$ cat config.mk
export PLATFORM = sky130hd
export DESIGN_NAME = avalon_pipeline_slave
export DESIGN_NICKNAME = d
export VERILOG_FILES = /design/src/rtl/avalon_pipeline_slave.sv
export SDC_FILE = /design/constraint.sdc
export NUM_CORES = 2
export LEC_CHECK = 0
export ABC_CLOCK_PERIOD_IN_PS = 2880
export BUFFER_PORTS_ARGS = -buffer_cell sky130_fd_sc_hd__buf_4
export CORE_ASPECT_RATIO = 0.9
export CORE_UTILIZATION = 55
export DETAILED_ROUTE_END_ITERATION = 8
export PLACE_DENSITY = 0.73
export SYNTH_ARGS = -nofsm -noshare
export SYNTH_HDL_FRONTEND = slang
export SYNTH_MEMORY_MAX_BITS = 65536
export SYNTH_SLANG_ARGS = --single-unit
$ cat constraint.sdc
create_clock -name clk -period 2.88 [get_ports clk]
set_input_delay 0.432 -clock clk [delete_from_list [all_inputs] [get_ports clk]]
set_output_delay 0.432 -clock clk [all_outputs]
set_load 0.1 [all_outputs]
$ cat src/rtl/avalon_pipeline_slave.sv
`default_nettype none
// ============================================================================
//  Module   : avalon_pipeline_slave
//  Purpose  : Avalon-MM pipelined responder with an internal word-addressed
//             memory, byte-enabled writes, fixed-latency reads returned with
//             readdatavalid, and optional pseudo-random waitrequest stalls.
//  Ports    : clk, rst            - clock (rising edge), sync active-high reset
//             address             - word address (NBADDRBITS)
//             byteenable          - write byte lanes (NBDATABYTES)
//             writedata/readdata  - data buses (8*NBDATABYTES)
//             read/write          - request strobes
//             waitrequest         - registered stall, master holds while high
//             readdatavalid       - one-cycle pulse per accepted read
//             protocol_error      - sticky, read and write high together
//             read_count/write_count - 16-bit wrapping acceptance counters
//  Revision : 1.0 - initial release
// ============================================================================
module avalon_pipeline_slave #(
    parameter int NBDATABYTES = 2,
    parameter int NBADDRBITS  = 8,
    parameter int READLATENCY = 2,   // legal range 1..8
    parameter int STALLEN     = 0
) (
    input  logic                     clk,
    input  logic                     rst,
    input  logic [NBADDRBITS-1:0]    address,
    input  logic [NBDATABYTES-1:0]   byteenable,
    input  logic [8*NBDATABYTES-1:0] writedata,
    input  logic                     read,
    input  logic                     write,
    output logic                     waitrequest,
    output logic [8*NBDATABYTES-1:0] readdata,
    output logic                     readdatavalid,
    output logic                     protocol_error,
    output logic [15:0]              read_count,
    output logic [15:0]              write_count
);

    localparam int c_DW    = 8 * NBDATABYTES;
    localparam int c_DEPTH = 2 ** NBADDRBITS;

    logic [c_DW-1:0]        r_mem [c_DEPTH];
    logic [7:0]             r_lfsr;
    logic                   r_stall;
    logic                   r_perr;
    logic [15:0]            r_rd_cnt;
    logic [15:0]            r_wr_cnt;
    logic [READLATENCY-1:0] r_vld;
    logic [c_DW-1:0]        r_dat [READLATENCY];

    logic                   w_rd_acc;
    logic                   w_wr_acc;
    logic                   w_lfsr_fb;

    // Acceptance is judged against the pre-edge waitrequest, so a stall
    // raised at the same edge never cancels the request it coincides with.
    assign w_rd_acc  = read  & ~write & ~r_stall;
    assign w_wr_acc  = write & ~read  & ~r_stall;

    // Fibonacci LFSR, polynomial x^8+x^6+x^5+x^4+1.
    assign w_lfsr_fb = r_lfsr[7] ^ r_lfsr[5] ^ r_lfsr[4] ^ r_lfsr[3];

    // Stall generator and status registers.
    always_ff @(posedge clk) begin
        if (rst) begin
            r_lfsr   <= 8'h01;
            r_stall  <= 1'b1;
            r_perr   <= 1'b0;
            r_rd_cnt <= 16'd0;
            r_wr_cnt <= 16'd0;
        end else begin
            r_lfsr   <= {r_lfsr[6:0], w_lfsr_fb};
            r_stall  <= (STALLEN != 0) ? (r_lfsr[1:0] == 2'b00) : 1'b0;
            if (read && write) begin
                r_perr <= 1'b1;
            end
            if (w_rd_acc) begin
                r_rd_cnt <= r_rd_cnt + 16'd1;
            end
            if (w_wr_acc) begin
                r_wr_cnt <= r_wr_cnt + 16'd1;
            end
        end
    end

    // Memory contents survive reset; only accepted writes touch them.
    always_ff @(posedge clk) begin
        if (!rst && w_wr_acc) begin
            for (int i = 0; i < NBDATABYTES; i++) begin
                if (byteenable[i]) begin
                    r_mem[address][i*8 +: 8] <= writedata[i*8 +: 8];
                end
            end
        end
    end

    // Read delay line. Data is forced to zero in empty slots so that the
    // output bus is quiet whenever readdatavalid is low. A write accepted on
    // the previous edge is already in r_mem, so read-after-write is coherent.
    always_ff @(posedge clk) begin
        if (rst) begin
            r_vld <= '0;
            for (int i = 0; i < READLATENCY; i++) begin
                r_dat[i] <= '0;
            end
        end else begin
            r_vld[0] <= w_rd_acc;
            r_dat[0] <= w_rd_acc ? r_mem[address] : '0;
            for (int i = 1; i < READLATENCY; i++) begin
                r_vld[i] <= r_vld[i-1];
                r_dat[i] <= r_dat[i-1];
            end
        end
    end

    assign waitrequest    = r_stall;
    assign readdatavalid  = r_vld[READLATENCY-1];
    assign readdata       = r_dat[READLATENCY-1];
    assign protocol_error = r_perr;
    assign read_count     = r_rd_cnt;
    assign write_count    = r_wr_cnt;

endmodule
`default_nettype wire

# After elaboration in Yosys (flattened, before gate mapping)
# Memory sizes are Yosys's and may differ from the RTL's.
# Index checks and enable logic that the tools add are counted.
# classes
mux,12
addsub,2
bitwise_logic,9
reduce_logical,3
# ops
operator,n
$mux 16,3
$add 16x1->16 const B,2
$mux 1,9
$and 1x1->1,4
$not 1->1,3
$logic_and 1x1->1,2
$or 1x1->1,2
$logic_not 1->1,1
# word_totals
memories,2
register_bits,36
out_inout_bits,51
ramBits,4128
# mem_list
memory,depth,width,read_ports,rd_clocked_by_memory_dff,wr,line,rtl
r_mem,256,16,1,0,1,42,logic [c_DW-1:0] r_mem [c_DEPTH];
r_dat,2,16,2,0,2,49,logic [c_DW-1:0] r_dat [READLATENCY];

# Logic depth before layout (Yosys ltp)
# depth
depth_word,6
mapped_depth,13
mapped_depth_nobuf,7

# Worst setup path after synthesis
# Ideal clock, no wire load.
# synth_timing
path_type,input to register
start,input address[1]
end,"memory r_mem[166][0] (netlist name), enable pin"
slack_ps,-32
stages,11
required_ps,2510
arrival_ps,2542
setup_time_ps,370
path_buffers,8
cell_sequence,buf_4 -> buf_6 -> buf_6 -> buf_4 -> buf_2 -> buf_4 -> buf_4 -> nor2b_1 -> nand2_1 -> clkbuf_1 -> nor2_1
# synth_lines
item,line,rtl
"start, declared",26,"input logic [NBADDRBITS-1:0] address,"
"end, declared",42,
# Straight into the memory's write port.

# Worst setup path in the final report
# layout_timing
start,"register r_stall, in the netlist waitrequest"
end,"memory r_mem[26][12] (netlist name), enable pin"
# layout_between
elab_chain_len,5
# layout_lines
item,line,rtl
"start, declared",44,logic r_stall;
"start signal, assigned",73,r_stall <= (STALLEN != 0) ? (r_lfsr[1:0] == 2'b00) : 1'b0;
$not 1->1,58,assign w_wr_acc = write & ~read & ~r_stall;
$and 1x1->1,58,
$logic_and 1x1->1,88,if (!rst && w_wr_acc) begin
$mux 1,88,
$mux 1 (not written as such),91,r_mem[address][i*8 +: 8] <= writedata[i*8 +: 8];
# No other way between the ends.

==> impl_results.rst <==
.. list-table::
   :header-rows: 1

   * - Metric
     - Value
   * - Routed wire length on met2
     - 198000 um
   * - Clock sink count
     - 4164
   * - Count of final setup violators
     - 0
   * - Setup repair after global routing missed its margin
     - false
   * - Antenna-violating nets left
     - 0
   * - Residual overflow from global routing
     - 0
   * - XOR/XNOR Fraction of Synth Area
     - 0.142%
   * - Inserted Clock Buffers
     - 398
   * - Crit path launch type
     - flop
   * - Overall via count from detail_route
     - 86666
   * - Worst min-delay path class
     - input pin to flop
   * - Full die area
     - roughly 300000 um2
   * - CTS tree
     - yes
   * - DRC viols
     - 0
   * - Place WS
     - -0.552 ns
   * - Detail Route met3 WL
     - 49300 um
   * - Detailed Routing Iterations Pass 1
     - 6
   * - Max-capacitance violation count
     - 0
   * - Number of design-rule violations left by the first detailed-router iteration
     - 12958
   * - Number of vias per cell after detailed routing
     - roughly 6.5
   * - Total negative setup slack
     - 0 ns
   * - Gate count of the mapped netlist
     - about 7900
   * - Total number of nets in the final design
     - 9194
   * - Initial antenna violation count
     - 26
   * - Core Region
     - 289000 um2
   * - Die H
     - 514 um
   * - Max Fanout on Critical Path
     - 16
   * - Share of post-route cells with drive strength above 1
     - 29.3%
   * - Floorplan row count
     - 187
   * - Clock latency of the later-clocked register in the worst-skew pair
     - between 0.9 and 1 ns
   * - Power after layout
     - 124 mW
   * - Result of the run
     - completed
   * - Synth Net Count
     - 7906
   * - Effective utilization at floorplan
     - 55.5%
   * - Routed wirelength normalized by instance count
     - 31.3 um
   * - Cts repair resizes
     - 0
   * - Maximum clock rate
     - 364 MHz
   * - Worst rel slew slack
     - between 10% and 20%
   * - Complex-gate fraction of the synthesized area
     - 3.73%
   * - Max Used Layer
     - met5
   * - Number of enable flip-flop cells after synthesis
     - 4096
   * - Routed metal-1 wire length
     - 155000 um
   * - Instance area after placement
     - 176000 um2
   * - CTS clk-pin slew, worst paths
     - 0.06 ns
   * - CP endpoint kind
     - flop
   * - Post-route minimum period
     - 2.75 ns
   * - Final estimated routing congestion in global placement
     - approximately 0.89
   * - Worst path setup slack after routing
     - around 0.13 ns
   * - Register area share after synthesis
     - between 70% and 80%
   * - Port bufs
     - 80
   * - Share of synthesized cell area in full adder, half adder and majority cells
     - 0.0156%
   * - Async set-or-reset flop fraction in the synthesized netlist
     - 0%
   * - Fraction of synthesized area in multiplexers
     - 14.1%
   * - Setup clock skew after layout
     - 0.0595 ns
   * - Cell Count, Final, Fillers Out
     - between 10000 and 15000
   * - Worst IR drop on VDD
     - 0.000575 V
   * - Hold violation total from the final report
     - 0
   * - Cell Area, Synth
     - 160000 um2
   * - Final non-filler cell area
     - 189000 um2
   * - Growth of design area from synthesis to finish
     - 17.6%
   * - Count of unique library cells instantiated by Yosys
     - between 50 and 60
   * - Total routed wirelength
     - 418000 um
   * - Count of final max-slew check failures
     - 0
   * - Commonest register cell after synthesis
     - sky130_fd_sc_hd__edfxtp_1
   * - Clock Tree Root
     - sky130_fd_sc_hd__clkbuf_16
   * - Global-route total usage across every layer
     - between 20% and 30%
   * - Pin count of the biggest net entering global routing
     - 132
   * - Clock Tree Buf Depth
     - 4
   * - Arrival time at the worst endpoint
     - 3.36 ns
   * - Mean Syn Cell Area
     - 20.4 um2
   * - Post-detail-place hpwl
     - ~260000 um
   * - Most common library cell in the layout ignoring fill and taps
     - sky130_fd_sc_hd__edfxtp_1
   * - Req. time, crit path
     - 3.49 ns
   * - Hold Buf Count CTS
     - 12
   * - Number of synthesis warnings
     - 0
   * - Commonest cells after routing, fill and taps aside
     - sky130_fd_sc_hd__edfxtp_1, sky130_fd_sc_hd__buf_4, sky130_fd_sc_hd__mux4_2
   * - X dimension of the die
     - approximately 570 um
   * - Count of state elements after synthesis
     - ~4200
   * - Basic-gate share of the synthesized area counting and, or, nand and nor cells
     - 2.87%
   * - Leakage
     - 62.4 nW
   * - H-tree levels
     - 5
   * - Crit Path Category
     - flop to flop
   * - Count of placed standard cells including taps
     - around 13000
   * - Vias in the first global route
     - 86662
   * - Ports
     - 81
   * - PD cells
     - 660 nW/um2
   * - Period Utilization, post-route
     - 95.4%
   * - First-pass GRT wire length
     - around 600000 um
   * - Main combinational cell family by area after synthesis
     - multiplexers
   * - Tightest Pin Transition
     - around 1.2 ns
   * - Post-CTS Setup Repair Bufs
     - 0
==> per-layer routing <==
| metal | vias to the layer above | global-route usage [%] |
|---|---|---|
| li1 | 35307 | - |
| met1 | 44758 | 39.9 |
| met2 | 5760 | 44.3 |
| met3 | 837 | 6.39 |
| met4 | 4 | 9.80 |
| met5 | - | 0 |
==> critical path, stage by stage (launching register included) <==
cell and delay [ns]:
sky130_fd_sc_hd__dfxtp_1 0.36, sky130_fd_sc_hd__nor3b_4 0.20, sky130_fd_sc_hd__and2_1 0.17, sky130_fd_sc_hd__nand2_1 0.27
sky130_fd_sc_hd__nor3_1 0.23, sky130_fd_sc_hd__buf_4 0.25, sky130_fd_sc_hd__nand2_1 0.43, sky130_fd_sc_hd__nor2_1 0.31
sky130_fd_sc_hd__buf_4 0.19
==> state kept, by name (all words and copies together) (netlist names) <==
signal	flops
waitrequest	1
r_vld	2
r_mem	4096
write_count	16
protocol_error	1
r_dat	32
read_count	16
==> worst paths after layout <==
kind	start	to	slack, ns	cells after the start
setup / recovery	waitrequest$_DFF_P_	r_mem[26][12]$_DFFE_PP_	0.13	8
hold / removal	writedata[0]	r_mem[131][0]$_DFFE_PP_	0.03	1
setup reg to reg	waitrequest$_DFF_P_	r_mem[26][12]$_DFFE_PP_	0.13	8
hold reg to reg	r_vld[0]$_SDFF_PP0_	r_vld[1]$_SDFF_PP0_	0.45	1
==> final cells by class <==
type                    instances  area (um2)
diodes                         13        32.5
well taps                    3874        4850
fillers                     18392      101000
inverters                       5        18.8
repair buffers               1407       12900
clock inverters               221        2180
flip-flops and latches       4164      124000
multi-input cells            3186       33700
clock buffers                 499       10700
==> synthesized netlist by cell type (46+ instances only) <==
cell type	number	area share, %
sky130_fd_sc_hd__edfxtp_1	4096	77
sky130_fd_sc_hd__mux4_2	741	10
sky130_fd_sc_hd__nor2_1	594	1.4
sky130_fd_sc_hd__mux2i_1	553	3.5
sky130_fd_sc_hd__a22oi_1	330	1.5
sky130_fd_sc_hd__clkbuf_1	235	0.55
sky130_fd_sc_hd__buf_2	170	0.53
sky130_fd_sc_hd__a221oi_1	155	0.85
sky130_fd_sc_hd__nand3_1	108	0.34
sky130_fd_sc_hd__nand2_1	98	0.23
sky130_fd_sc_hd__nand4_1	83	0.32
sky130_fd_sc_hd__buf_4	72	0.34
sky130_fd_sc_hd__dfxtp_1	68	0.85
sky130_fd_sc_hd__o21ai_0	68	0.21
sky130_fd_sc_hd__nor2b_1	58	0.23
sky130_fd_sc_hd__a21oi_1	54	0.17
sky130_fd_sc_hd__a32oi_1	46	0.25
==> cell families after synthesis <==
logic type	count (synthesis)
fa+ha+maj	2
compound gates	807
mux	1327
simple gates	1024
buf+inv	524
flops	4164
xor+xnor	26
==> report_power, final <==
part	internal (mW)	switching, mW
clock network	29.8	22.1
registers	66.5	0.0291
logic	2.25	3.81
total	98.5	25.9
==> metrics by stage <==
step | util (%) | hold WS, ns
floorplan | - | 0.414
global placement | 60.8 | 0.433
detailed placement | 60.8 | 0.432
CTS | 65.2 | 0.00968
global route | 65.2 | 0.00953
finish | 65.2 | 0.0294
Note: power is estimated with default switching activity, not from simulation.
